$ cat src/rtl/vsu_pkg.sv
// Shared definitions for the vector store unit: FSM encoding, default
// geometry and the byte-per-word scale used in address generation.
package vsu_pkg;

   localparam int LANES          = 4;
   localparam int LANE_W         = 32;
   localparam int BYTES_PER_WORD = 4;

   typedef enum logic [1:0] {
      IDLE  = 2'd0,
      WRITE = 2'd1,
      DONE  = 2'd2
   } state_t;

endpackage

$ cat src/rtl/vector_store_unit.sv
// Strided, masked vector store: scatters the enabled lanes of one captured
// vector to word memory in ascending lane order, one write per accepted cycle.
module vector_store_unit #(
   parameter int LANES  = vsu_pkg::LANES,
   parameter int LANE_W = vsu_pkg::LANE_W
) (
   input  logic                    clk,
   input  logic                    rst,
   input  logic                    in_valid,
   output logic                    in_ready,
   input  logic [LANES*LANE_W-1:0] in_data,
   input  logic [31:0]             in_base,
   input  logic [7:0]              in_stride,
   input  logic [LANES-1:0]        in_mask,
   output logic                    mem_we,
   output logic [31:0]             mem_addr,
   output logic [LANE_W-1:0]       mem_wdata,
   input  logic                    mem_ready,
   output logic                    done
);

   import vsu_pkg::*;

   localparam int IDX_W = (LANES > 1) ? $clog2(LANES) : 1;

   state_t                  state_r;
   state_t                  state_next_s;

   logic [LANES*LANE_W-1:0] data_r;
   logic [31:0]             base_r;
   logic [7:0]              stride_r;
   logic [LANES-1:0]        mask_r;
   logic [IDX_W-1:0]        lane_r;

   logic                    in_ready_r;
   logic                    mem_we_r;
   logic [31:0]             mem_addr_r;
   logic [LANE_W-1:0]       mem_wdata_r;
   logic                    done_r;

   logic                    accept_s;
   logic                    advance_s;
   logic [LANES-1:0]        remain_s;
   logic [LANES-1:0]        src_mask_s;
   logic [31:0]             src_base_s;
   logic [7:0]              src_stride_s;
   logic [LANES*LANE_W-1:0] src_data_s;
   logic [IDX_W-1:0]        pick_s;
   logic [31:0]             addr_s;
   logic [LANE_W-1:0]       word_s;

   assign in_ready  = in_ready_r;
   assign mem_we    = mem_we_r;
   assign mem_addr  = mem_addr_r;
   assign mem_wdata = mem_wdata_r;
   assign done      = done_r;

   // Lane selection and address generation for the next write, sourced from
   // the live inputs at acceptance and from the captured request afterwards.
   always_comb begin
      accept_s  = in_valid && (state_r == IDLE);
      advance_s = mem_ready && (state_r == WRITE);

      remain_s         = mask_r;
      remain_s[lane_r] = 1'b0;

      if (state_r == IDLE) begin
         src_mask_s   = in_mask;
         src_base_s   = in_base;
         src_stride_s = in_stride;
         src_data_s   = in_data;
      end else begin
         src_mask_s   = remain_s;
         src_base_s   = base_r;
         src_stride_s = stride_r;
         src_data_s   = data_r;
      end

      // Scanning downward leaves the lowest set bit selected.
      pick_s = {IDX_W{1'b0}};
      for (int i = LANES - 1; i >= 0; i--) begin
         if (src_mask_s[i]) begin
            pick_s = IDX_W'(i);
         end else begin
            pick_s = pick_s;
         end
      end

      addr_s = src_base_s + (32'(pick_s) * 32'(src_stride_s) * 32'(BYTES_PER_WORD));
      word_s = src_data_s[32'(pick_s) * LANE_W +: LANE_W];
   end

   // Next-state logic.
   always_comb begin
      state_next_s = state_r;
      case (state_r)
         IDLE: begin
            if (in_valid) begin
               state_next_s = (|in_mask) ? WRITE : DONE;
            end else begin
               state_next_s = IDLE;
            end
         end
         WRITE: begin
            if (mem_ready) begin
               state_next_s = (|remain_s) ? WRITE : DONE;
            end else begin
               state_next_s = WRITE;
            end
         end
         DONE:    state_next_s = IDLE;
         default: state_next_s = IDLE;
      endcase
   end

   // State register.
   always_ff @(posedge clk) begin
      if (rst) begin
         state_r <= IDLE;
      end else begin
         state_r <= state_next_s;
      end
   end

   // Captured request and registered memory/handshake outputs.
   always_ff @(posedge clk) begin
      if (rst) begin
         data_r      <= {(LANES*LANE_W){1'b0}};
         base_r      <= 32'd0;
         stride_r    <= 8'd0;
         mask_r      <= {LANES{1'b0}};
         lane_r      <= {IDX_W{1'b0}};
         in_ready_r  <= 1'b1;
         mem_we_r    <= 1'b0;
         mem_addr_r  <= 32'd0;
         mem_wdata_r <= {LANE_W{1'b0}};
         done_r      <= 1'b0;
      end else begin
         in_ready_r <= (state_next_s == IDLE);
         // done trails the DONE state by one cycle and lasts exactly one.
         done_r     <= (state_r == DONE);
         if (accept_s) begin
            data_r   <= in_data;
            base_r   <= in_base;
            stride_r <= in_stride;
            mask_r   <= in_mask;
            lane_r   <= pick_s;
            mem_we_r <= |in_mask;
            if (|in_mask) begin
               mem_addr_r  <= addr_s;
               mem_wdata_r <= word_s;
            end else begin
               mem_addr_r  <= mem_addr_r;
               mem_wdata_r <= mem_wdata_r;
            end
         end else if (advance_s) begin
            mask_r   <= remain_s;
            lane_r   <= pick_s;
            mem_we_r <= |remain_s;
            if (|remain_s) begin
               mem_addr_r  <= addr_s;
               mem_wdata_r <= word_s;
            end else begin
               mem_addr_r  <= mem_addr_r;
               mem_wdata_r <= mem_wdata_r;
            end
         end else begin
            mem_we_r <= mem_we_r && (state_r == WRITE);
         end
      end
   end

endmodule

$ cat config.mk
export PLATFORM = sky130hd
export DESIGN_NAME = vector_store_unit
export DESIGN_NICKNAME = d
export VERILOG_FILES = /design/src/rtl/vsu_pkg.sv /design/src/rtl/vector_store_unit.sv
export SDC_FILE = /design/constraint.sdc
export NUM_CORES = 1
export LEC_CHECK = 0
export ABC_AREA = 1
export BUFFER_PORTS_ARGS = -buffer_cell sky130_fd_sc_hd__buf_4
export CELL_PAD_IN_SITES_DETAIL_PLACEMENT = 0
export CELL_PAD_IN_SITES_GLOBAL_PLACEMENT = 2
export CORE_UTILIZATION = 33
export CTS_CLUSTER_DIAMETER = 100
export DETAILED_ROUTE_END_ITERATION = 10
export MAX_ROUTING_LAYER = met4
export PLACE_DENSITY = 0.83
export SETUP_SLACK_MARGIN = 0.02
export SLEW_MARGIN = 30
export SYNTH_ARGS = -nofsm -noshare
export SYNTH_HDL_FRONTEND = slang
export SYNTH_SLANG_ARGS = --single-unit
$ cat constraint.sdc
create_clock -name clk -period 13 [get_ports clk]
set_input_delay 3.9 -clock clk [delete_from_list [all_inputs] [get_ports clk]]
set_output_delay 3.9 -clock clk [all_outputs]
set_load 0.1 [all_outputs]
==> run_results.csv, run 1 <==
group,metric,value,unit
pwr,p_clk_frac,0.333,
setup_path,rr_startpoint,"state_r[1]$_SDFF_PP0_",
logic_synthesis,async_flop_share,0,
pwr,switching_share,0.392,
floorplan,fp-row-count,73,
floorplan,die_area,0.0415,mm²
clock_network,cts.sinks,243,
timing,finalCritPeriodShare,0.597,
setup_path,critical_path_peak_fanout,68,
timing,relSlewSlack,0.329,
clock_network,numCtsBuffers,31,
setup_path,worstSetupStartpointType,"input pin",
logic_synthesis,yosys_most_used_dff,"dfxtp_1",
placement,io_buffer_count,242,
timing,skew,20.5,ps
logic_synthesis,synth-compound-area-share,0.176,
routing,vias,13400,
routing,dr.pass1.iters,5,
outcome,status,"completed",
floorplan,die_w,204,µm
routing,viasPerCell,4.90,
logic_synthesis,yosysSeqAreaShare,0.362,
logic_synthesis,synth.avg_cell_area,6.59,µm²
placement,hpwl,32600,µm
timing,tns,0,ps
routing,avgRoutedWirePerCell,17.4,µm
routing,drc_errors,0,
routing,postRouteWirelength,47600,µm
clock_network,postCtsHoldBufs,0,
setup_path,worstSetupPathType,"in -> reg",
logic_synthesis,synth_simple_gate_area_share,0.267,
routing,ant_nets,0,
global_route,grt_pass1_wl,73400,µm
global_route,grt_usage,0.232,
clock_network,cts-resized-gates,0,
timing,period_minus_slack,7760,ps
timing,rsz0062_at_grt,"false",
final_layout,layout-drive-gt1-share,0.151,
hold_path,holdCritStartpoint,"base_r[13]$_SDFFE_PP0P_",
logic_synthesis,yosys.area_share.xor_xnor,0.0137,
pwr,p_comb_frac,0.336,
clock_network,clk_latency,590,ps
logic_synthesis,ys_ff_latch,243,
floorplan,design.core.area,0.0399,mm²
timing,worstMarginPinSlew,1010,ps
placement,routabilityCongestion,0.903,
final_layout,nets,2386,
timing,slew_viol_final,0,
setup_path,end_kind,"register",
timing,finalHoldViolations,0,
hold_path,hold_class,"reg -> reg",
floorplan,start_util,0.337,
run,maxCapViolCount,0,
timing,timing.fmax,0.129,GHz
global_route,grt_max_degree,98,
clock_network,htreeDepth,1,
setup_path,cp-startpoint,"in_mask[2]",
logic_synthesis,yosysWarnings,0,
pwr,p_leak,8.13,nW
logic_synthesis,syn_inst,2038,
pwr,p_int,1.59,mW
global_route,antenna_found_initial,3,
clock_network,path_clk_slew,60,ps
logic_synthesis,syn_area,0.0134,mm²
logic_synthesis,synth_top_family_by_area,"simple AND/OR/NAND/NOR gates",
clock_network,root_buffer,"clkbuf_16",
pwr,pwr-share-seq,0.331,
logic_synthesis,synth-edff-count,0,
setup_path,worst_ep_arrival_time,8230,ps
pwr,ir_worst_vdd,0.0968,mV
timing,hold_slack,447,ps
clock_network,postCtsSetupBuffers,0,
pwr,power.switching,1.02,mW
clock_network,clockBufferDepth,3,
setup_path,cp_data_required_time,13470,ps
logic_synthesis,synthesis.nets,2233,
floorplan,die_h,204,µm
logic_synthesis,synth_mux_area_frac,0.0425,
floorplan,io_pins,243,
timing,setup_viol,0,
final_layout,syn_to_final_growth,22.6,%
global_route,grt_pass1_vias,12500,
routing,drtIter0Drc,878,
logic_synthesis,yosys.area_share.adder,0.0188,
pwr,powerDensity,159,mW/mm²
logic_synthesis,synth_cell_types,35,
clock_network,cts_tree,"yes",
global_route,grt-ovfl-total,0,
## cell families after synthesis
| kind of cell | count (synthesis) |
|---|---|
| and+or+nand+nor | 871 |
| adders and majority gates | 19 |
| DFF | 243 |
| xor gates and xnor gates | 21 |
| muxes | 57 |
| buffers and inverters | 393 |
| AOI/OAI and AO/OA | 434 |
## power by group through the flow
stage	clock (mW)	sequential [mW]	combinational, mW
final	0.870	0.864	0.879
after global routing	0.922	0.872	0.959
after CTS	0.891	0.865	0.883
after detailed placement	0	0.880	0.880
after global placement	0	0.879	0.874
after floorplan	0	1.08	0.429
## worst paths after layout
kind	endpoint	slack, ps	cells past startpoint
hold reg to reg	base_r[13]$_SDFFE_PP0P_	450	2
setup reg to reg	mem_addr[27]$_SDFFE_PP0P_	7520	26
hold / removal	base_r[13]$_SDFFE_PP0P_	450	2
setup / recovery	mem_addr[27]$_SDFFE_PP0P_	5240	27
## placed cells by master, fill, tap and decap left out, types with 4 or more instances in the layout
master / synthesis / layout
nor2_1: 227 / 227
dfxtp_1: 243 / 243
xor2_1: 14 / 14
nand4_1: 4 / 4
ha_1: 17 / 17
clkbuf_16: 0 / 31
nor2_2: 5 / 4
buf_4: 16 / 255
clkbuf_1: 68 / 6
o21ai_0: 160 / 160
a21oi_1: 190 / 190
nand2_2: 11 / 11
o21ai_1: 11 / 11
a211oi_1: 55 / 55
inv_1: 253 / 252
xnor2_1: 7 / 7
nand3_1: 201 / 200
o21bai_1: 5 / 5
mux2i_1: 57 / 57
o311ai_0: 4 / 4
nand2_1: 416 / 414
clkbuf_8: 0 / 12
## synth_stat cells, types with 14 or more instances
library cell / n / area (µm²)
buf_2: 46 / 230
mux2i_1: 57 / 571
xor2_1: 14 / 123
dfxtp_1: 243 / 4860
buf_4: 16 / 120
inv_1: 253 / 950
a21oi_1: 190 / 951
nand3_1: 201 / 1010
a211oi_1: 55 / 413
o21ai_0: 160 / 801
ha_1: 17 / 213
nor2_1: 227 / 852
clkbuf_1: 68 / 255
nand2_1: 416 / 1560
## layout make-up
type	count	area (µm²)
diodes	3	7.51
clock buffers	49	963
clock inverters	6	66.3
fillers	4240	23400
inverters	255	961
multi-input cells	1402	7000
flip-flops and latches	243	4860
well taps	525	657
repair buffers	258	1960
## per-stage QoR
step / cell area, µm² / cells / worst slack (ps) / power (mW) / util
final: 16500 / 2741 / 5240 / 2.61 / 0.413
after global placement: 15400 / 2682 / 4790 / 1.75 / 0.386
after global routing: 16500 / 2741 / 4860 / 2.75 / 0.413
after CTS: 16500 / 2738 / 5250 / 2.64 / 0.412
after detailed placement: 15400 / 2683 / 4670 / 1.76 / 0.387
after floorplan: 13400 / 2038 / 5890 / 1.51 / -
## per-layer routing
| layer | share of wire | GRT usage | up-vias |
|---|---|---|---|
| li1 | - | - | 6883 |
| met4 | 0.014 | 0.0459 | 0 |
| met2 | 0.42 | 0.330 | 277 |
| met5 | 0 | - | - |
| met1 | 0.52 | 0.347 | 6231 |
| met3 | 0.043 | 0.0283 | 42 |
## registers in the layout, summed over array words and instances, names as in the netlist
signal	cells
base_r	32
data_r	128
done	1
in_ready	1
lane_r	2
mask_r	4
mem_addr	32
mem_wdata	32
mem_we	1
state_r	2
stride_r	8
## critical path, cell delays in order
cell	delay, ps
buf_4	120
inv_1	40
nand2_1	50
o21ai_1	130
nand2_1	90
nand2_2	60
buf_4	600
nand2_2	190
buf_4	430
nor2_1	190
ha_1	280
a21oi_1	210
o221ai_1	130
a21oi_1	170
xor2_1	100
ha_1	360
nand2_1	130
nor2_1	150
nand3_1	90
nand3_1	170
nand3_1	120
nand2_1	120
nand2_1	60
nand2_1	70
nand3_1	70
nand2_1	100
inv_1	40
No activity file was read; power rests on OpenSTA's default activity.
==> run 2, diff against run 1 <==
Settings changed: ABC_AREA 1 to 0, CORE_UTILIZATION 33 to 31, PLACE_DENSITY 0.83 to 0.76.
Clock period 13 ns to 7.35 ns, I/O delays scaled along.
==> run_results.csv, run 2 <==
group,metric,value,unit
clock_network,root_buffer,"clkbuf_16",
setup_path,path_cells,"buf_4 > nor3b_1 > a31oi_1 > o21ai_2 > nand2_2 > buf_4 > nor2_1 > fa_1 > a21oi_1 > nor2_1 > nor2_1 > nor2b_1 > o21a_1 > o21a_1 > o21a_1 > ha_1 > and4_1 > nand2_1 > a21o_1 > a2111o_1 > nor4_1 > xor2_1 > o21ai_1",
logic_synthesis,syn_area,0.0118,mm²
final_layout,ff_latch_area,0.00486,mm²
final_layout,largest_reg_flops,128,
routing,postRouteWirelength,44300,µm
placement,placed_area,0.0141,mm²
logic_synthesis,yosysSeqAreaShare,0.411,
final_layout,stdcell_count,2252,
logic_synthesis,synth.avg_cell_area,7.70,µm²
final_layout,top_register,"data_r",
clock_network,cts.sinks,243,
hold_path,holdPathEnd,"mem_addr[31]$_SDFFE_PP0P_",
logic_synthesis,async_flop_share,0,
setup_path,slowest_stage,"a2111o_1",
pwr,ir_worst_vdd,0.167,mV
clock_network,path_clk_slew,60,ps
global_route,grt-ovfl-total,0,
global_route,grt_max_degree,102,
final_layout,syn_to_final_growth,27.4,%
clock_network,cts-resized-gates,0,
floorplan,start_util,0.315,
placement,io_buffer_count,242,
floorplan,die_w,198,µm
global_route,grt_pass1_vias,11500,
setup_path,rr_startpoint,"state_r[1]$_SDFF_PP0_",
final_layout,layout-drive-gt1-share,0.193,
placement,routabilityCongestion,0.830,
final_layout,multi_input_area,0.00651,mm²
final_layout,nets,1912,
logic_synthesis,yosysTopAreaCell,"dfxtp_1",
floorplan,die_h,198,µm
setup_path,cp_data_required_time,7780,ps
global_route,antenna_found_initial,0,
hold_path,whs_path_depth,2,
hold_path,holdCritStartpoint,"mem_addr[31]$_SDFFE_PP0P_",
setup_path,rrSetupSlack,1040,ps
clock_network,clockBufferDepth,3,
timing,rsz0062_at_grt,"false",
timing,timing.fmax,0.149,GHz
clock_network,postCtsSetupBuffers,0,
logic_synthesis,ys_ff_latch,243,
timing,period_minus_slack,6690,ps
logic_synthesis,yosysWarnings,0,
clock_network,numCtsBuffers,31,
routing,vias,11800,
final_layout,stdcell_area,0.0151,mm²
placement,hpwl,28600,µm
timing,tns,0,ps
floorplan,design.core.area,0.0377,mm²
pwr,total_power,4.46,mW
logic_synthesis,synthesis.nets,1733,
final_layout,fillers,3951,
clock_network,cts_tree,"yes",
floorplan,fp-row-count,71,
global_route,grt_usage,0.227,
final_layout,diodes,0,
pwr,p_leak,6.27,nW
setup_path,end_kind,"register",
floorplan,io_pins,243,
setup_path,cp.buffers_inverters,2,
routing,viasPerCell,5.23,
logic_synthesis,yosys-top-cells-area,"dfxtp_1, nand2_1, a21oi_1",
setup_path,crit_family,"compound AO/OA/AOI/OAI gates",
timing,worstMarginPinSlew,982,ps
logic_synthesis,synth-edff-count,0,
pwr,powerDensity,296,mW/mm²
clock_network,htreeDepth,1,
logic_synthesis,synthTopCellsByCount,"nand2_1, dfxtp_1, a21oi_1",
timing,relSlewSlack,0.345,
setup_path,reg2regPathDepth,22,
outcome,status,"completed",
setup_path,worstSetupStartpointType,"input pin",
routing,avgRoutedWirePerCell,19.7,µm
final_layout,mostFrequentLayoutCell,"nand2_1",
logic_synthesis,synth_cell_types,66,
timing,slew_viol_final,0,
setup_path,worstSetupPathType,"in -> reg",
floorplan,die_area,0.0390,mm²
routing,ant_nets,0,
logic_synthesis,syn_inst,1538,
clock_network,postCtsHoldBufs,0,
timing,finalCritPeriodShare,0.910,
final_layout,layout_common_cells,"nand2_1, buf_4, dfxtp_1",
hold_path,hold_class,"reg -> reg",
setup_path,r2r_end,"mem_addr[27]$_SDFFE_PP0P_",
clock_network,clk_latency,560,ps
global_route,grt_pass1_wl,67300,µm
timing,finalHoldViolations,0,
setup_path,critical-path-max-stage-delay,560,ps
timing,skew,13.5,ps
timing,setup_viol,0,
placement,dpl.cell_count,2195,
logic_synthesis,yosys_most_used_dff,"dfxtp_1",
logic_synthesis,synth_top_area_share,0.411,
setup_path,worst_ep_arrival_time,7120,ps
setup_path,critical_path_peak_fanout,14,
run,maxCapViolCount,0,
logic_synthesis,synth.most_common_cell,"nand2_1",
routing,drtIter0Drc,826,
routing,drc_errors,0,
routing,dr.pass1.iters,5,
-- run 2: changes by cell type after synthesis, sizes merged, moves of 33 or more --
cell and change:
nand3 -188, buf -46, a31oi +33, nor2 -196, a22oi +33, o21ai -146
nand2 +73, inv -246, o22ai +65, a211oi -48
-- run 2: how the worst max path moves through the flow --
stage,from,cells after the start,end
floorplan,in_mask[2],21,mem_addr[27]$_SDFFE_PP0P_
finish,in_mask[1],23,mem_addr[27]$_SDFFE_PP0P_
global route,in_mask[1],23,mem_addr[31]$_SDFFE_PP0P_
global placement,in_mask[1],23,mem_addr[31]$_SDFFE_PP0P_
detailed placement,in_mask[1],23,mem_addr[27]$_SDFFE_PP0P_
CTS,in_mask[1],23,mem_addr[31]$_SDFFE_PP0P_
-- run 2: logic make-up after synthesis --
| logic type | Yosys count | synth area share |
|---|---|---|
| simple gates | 612 | 0.211 |
| compound gates | 445 | 0.235 |
| mux | 65 | 0.0565 |
| buf+inv | 126 | 0.0456 |
| fa+ha+maj | 19 | 0.0213 |
| flops | 243 | 0.411 |
| xor+xnor | 28 | 0.0207 |
-- run 2: report_power, final --
part	total, mW	leakage [nW]	internal (mW)	switching (mW)
Clock	1.54	0.516	0.936	0.600
Sequential	1.52	2.00	1.44	0.0795
Combinational	1.40	3.76	0.420	0.984
Total	4.46	6.27	2.80	1.66
-- run 2: layout make-up --
| type | instances | share of cell area |
|---|---|---|
| clock buffer | 44 | 0.0586 |
| clock inverter | 13 | 0.00953 |
| inverter | 7 | 0.00174 |
| multi-input combinational | 1169 | 0.431 |
| sequential | 243 | 0.322 |
| tap | 511 | 0.0423 |
| timing repair buffer | 265 | 0.135 |
-- run 2: per-stage QoR --
step	utilization	hold WS, ps	setup slack (ps)
5_1_grt	0.401	466	299
2_1_floorplan	-	436	588
3_5_place_dp	0.373	444	159
6_report	0.401	451	658
4_1_cts	0.401	453	721
3_3_place_gp	0.372	441	255
-- run 2: worst min-delay path, delay by kind of cell, from the launching register on --
kind | cells | cell delay [ps]
and+or+nand+nor | 1 | 50
DFF | 1 | 310
AOI/OAI and AO/OA | 1 | 50
-- run 2: routing by layer --
metal | global-route usage | wire length, µm | up-vias
met5 | - | 0 | -
met4 | 0.0479 | 730 | 0
met3 | 0.0271 | 2300 | 55
met2 | 0.358 | 20300 | 319
met1 | 0.311 | 20900 | 5651
li1 | - | - | 5761
==> run 3, diff against run 2 <==
Settings changed: CORE_UTILIZATION 31 to 28, PLACE_DENSITY 0.76 to 0.72.
Clock period 7.35 ns to 6 ns, I/O delays scaled along.
==> run_results.csv, run 3 (synthesis gave the netlist of run 2 again) <==
group,metric,value,unit
routing,postRouteWirelength,44700,µm
pwr,pwr-share-seq,0.348,
pwr,switching_share,0.383,
setup_path,rrSetupSlack,920,ps
placement,hpwl,28900,µm
hold_path,holdPathEnd,"mem_addr[28]$_SDFFE_PP0P_",
pwr,p_clk_frac,0.319,
final_layout,layout_common_cells,"nand2_1, buf_4, dfxtp_1",
routing,avgRoutedWirePerCell,19.4,µm
hold_path,hold_class,"reg -> reg",
timing,skew,11.6,ps
setup_path,cp.buffers_inverters,2,
setup_path,cp-startpoint,"in_mask[2]",
placement,io_buffer_count,242,
timing,finalHoldViolations,0,
timing,tns,0,ps
global_route,grt_pass1_vias,11600,
setup_path,r2r_end,"mem_addr[23]$_SDFFE_PP0P_",
setup_path,worstSetupStartpointType,"input pin",
setup_path,slowest_stage,"a2111o_1",
setup_path,path_cells,"buf_4 > or3b_4 > o31ai_2 > o21ai_2 > nand2_2 > nor2_1 > ha_2 > fa_2 > a21oi_2 > nor2_1 > nor2_1 > nor2b_1 > o21a_1 > o21a_1 > o21a_1 > ha_4 > and4_1 > nand2_1 > a21o_1 > a2111o_1 > buf_4 > or3_1 > nand3_1 > a21oi_1",
hold_path,holdCritStartpoint,"mem_addr[28]$_SDFFE_PP0P_",
final_layout,syn_to_final_growth,29.8,%
timing,period_minus_slack,5560,ps
setup_path,cp_data_required_time,6410,ps
floorplan,design.core.area,0.0413,mm²
global_route,grt_use_met2,0.325,
clock_network,cts_tree,"yes",
floorplan,io_pins,243,
final_layout,top_register,"data_r",
global_route,use_met3,0.0213,
timing,relSlewSlack,0.349,
setup_path,worstSetupPathType,"in -> reg",
global_route,grt-ovfl-total,0,
floorplan,die_h,208,µm
routing,ant_nets,0,
routing,drc_errors,0,
routing,dr.pass1.iters,5,
placement,dpl_worst_slack,-152,ps
setup_path,critical-path-max-stage-delay,420,ps
clock_network,root_buffer,"clkbuf_16",
setup_path,rr_startpoint,"state_r[0]$_SDFF_PP0_",
timing,rsz0062_at_grt,"false",
setup_path,critical_path_peak_fanout,8,
clock_network,path_clk_slew,60,ps
setup_path,reg2regPathDepth,23,
clock_network,numCtsBuffers,29,
hold_path,whs_path_depth,2,
setup_path,crit_family,"compound AO/OA/AOI/OAI gates",
pwr,powerDensity,348,mW/mm²
clock_network,cts-resized-gates,0,
routing,viasPerCell,5.14,
pwr,p_leak,6.39,nW
floorplan,die_area,0.0431,mm²
pwr,ir_worst_vdd,0.155,mV
timing,timing.fmax,0.180,GHz
global_route,antenna_found_initial,1,
placement,routabilityCongestion,0.821,
clock_network,htreeDepth,1,
run,maxCapViolCount,0,
global_route,grt_util_met1,0.288,
timing,setup_viol,0,
pwr,power.switching,2.05,mW
global_route,grt_max_degree,100,
placement,placed_area,0.0145,mm²
setup_path,end_kind,"register",
timing,worstMarginPinSlew,977,ps
final_layout,largest_reg_flops,128,
clock_network,clockBufferDepth,3,
pwr,p_int,3.31,mW
clock_network,cts.sinks,243,
timing,slew_viol_final,0,
timing,hold_slack,447,ps
floorplan,start_util,0.287,
floorplan,fp-row-count,74,
clock_network,postCtsSetupBuffers,0,
routing,drtIter0Drc,707,
clock_network,postCtsHoldBufs,0,
floorplan,die_w,208,µm
global_route,grt_usage,0.207,
final_layout,mostFrequentLayoutCell,"nand2_1",
final_layout,stdcell_area,0.0154,mm²
timing,finalCritPeriodShare,0.927,
global_route,grt_pass1_wl,68900,µm
final_layout,nets,1948,
outcome,status,"completed",
final_layout,layout-drive-gt1-share,0.216,
routing,vias,11900,
clock_network,clk_latency,570,ps
pwr,p_comb_frac,0.333,
timing,setup_ws,438,ps
setup_path,worst_ep_arrival_time,5980,ps
global_route,top_usage_layer,"met2",
run 3: cell types whose count changed in the layout (fill, tap and decap cells not counted), sizes merged:
cell / before / now
diode: 0 / 1
bufinv: 3 / 1
clkinvlp: 0 / 1
clkinv: 9 / 6
clkbuf: 44 / 41
buf: 265 / 303
run 3: metrics by stage:
step	utilization	cells	power (mW)
final	0.372	2305	5.36
after CTS	0.372	2304	5.42
after global placement	0.350	2253	3.68
after detailed placement	0.350	2254	3.69
after global routing	0.372	2305	5.62
after floorplan	-	1538	3.12
run 3: area by class of cell:
cell class | count | area [µm²]
diodes | 1 | 2.50
clock buffers | 41 | 811
clock inverters | 9 | 87.6
fillers | 4398 | 25900
inverters | 7 | 26.3
multi-input cells | 1169 | 6610
flip-flops and latches | 243 | 4860
well taps | 532 | 666
repair buffers | 303 | 2310
run 3: power by group through the flow:
stage	Sequential, mW	Combinational, mW	Clock [mW]
global placement	1.90	1.78	0
CTS	1.86	1.80	1.75
detailed placement	1.90	1.80	0
global route	1.88	1.92	1.83
finish	1.86	1.79	1.71
floorplan	2.33	0.789	0
run 3: layer usage:
metal	vias to the layer above	share of wire
li1	5819	-
met1	5707	0.48
met2	287	0.46
met3	45	0.045
met4	0	0.013
met5	-	0
run 3: worst max path at each step:
stage,to,slack (ps),depth (start not counted)
after global placement,mem_addr[27]$_SDFFE_PP0P_,-70,24
final,mem_addr[23]$_SDFFE_PP0P_,440,24
after CTS,mem_addr[23]$_SDFFE_PP0P_,430,24
after floorplan,mem_addr[27]$_SDFFE_PP0P_,-80,23
after global routing,mem_addr[27]$_SDFFE_PP0P_,110,24
after detailed placement,mem_addr[23]$_SDFFE_PP0P_,-150,24
run 3: tightest hold or removal path, cell delays in order (launching register included):
cell and delay (ps):
dfxtp_1 310, nand2_1 50, o21ai_1 50
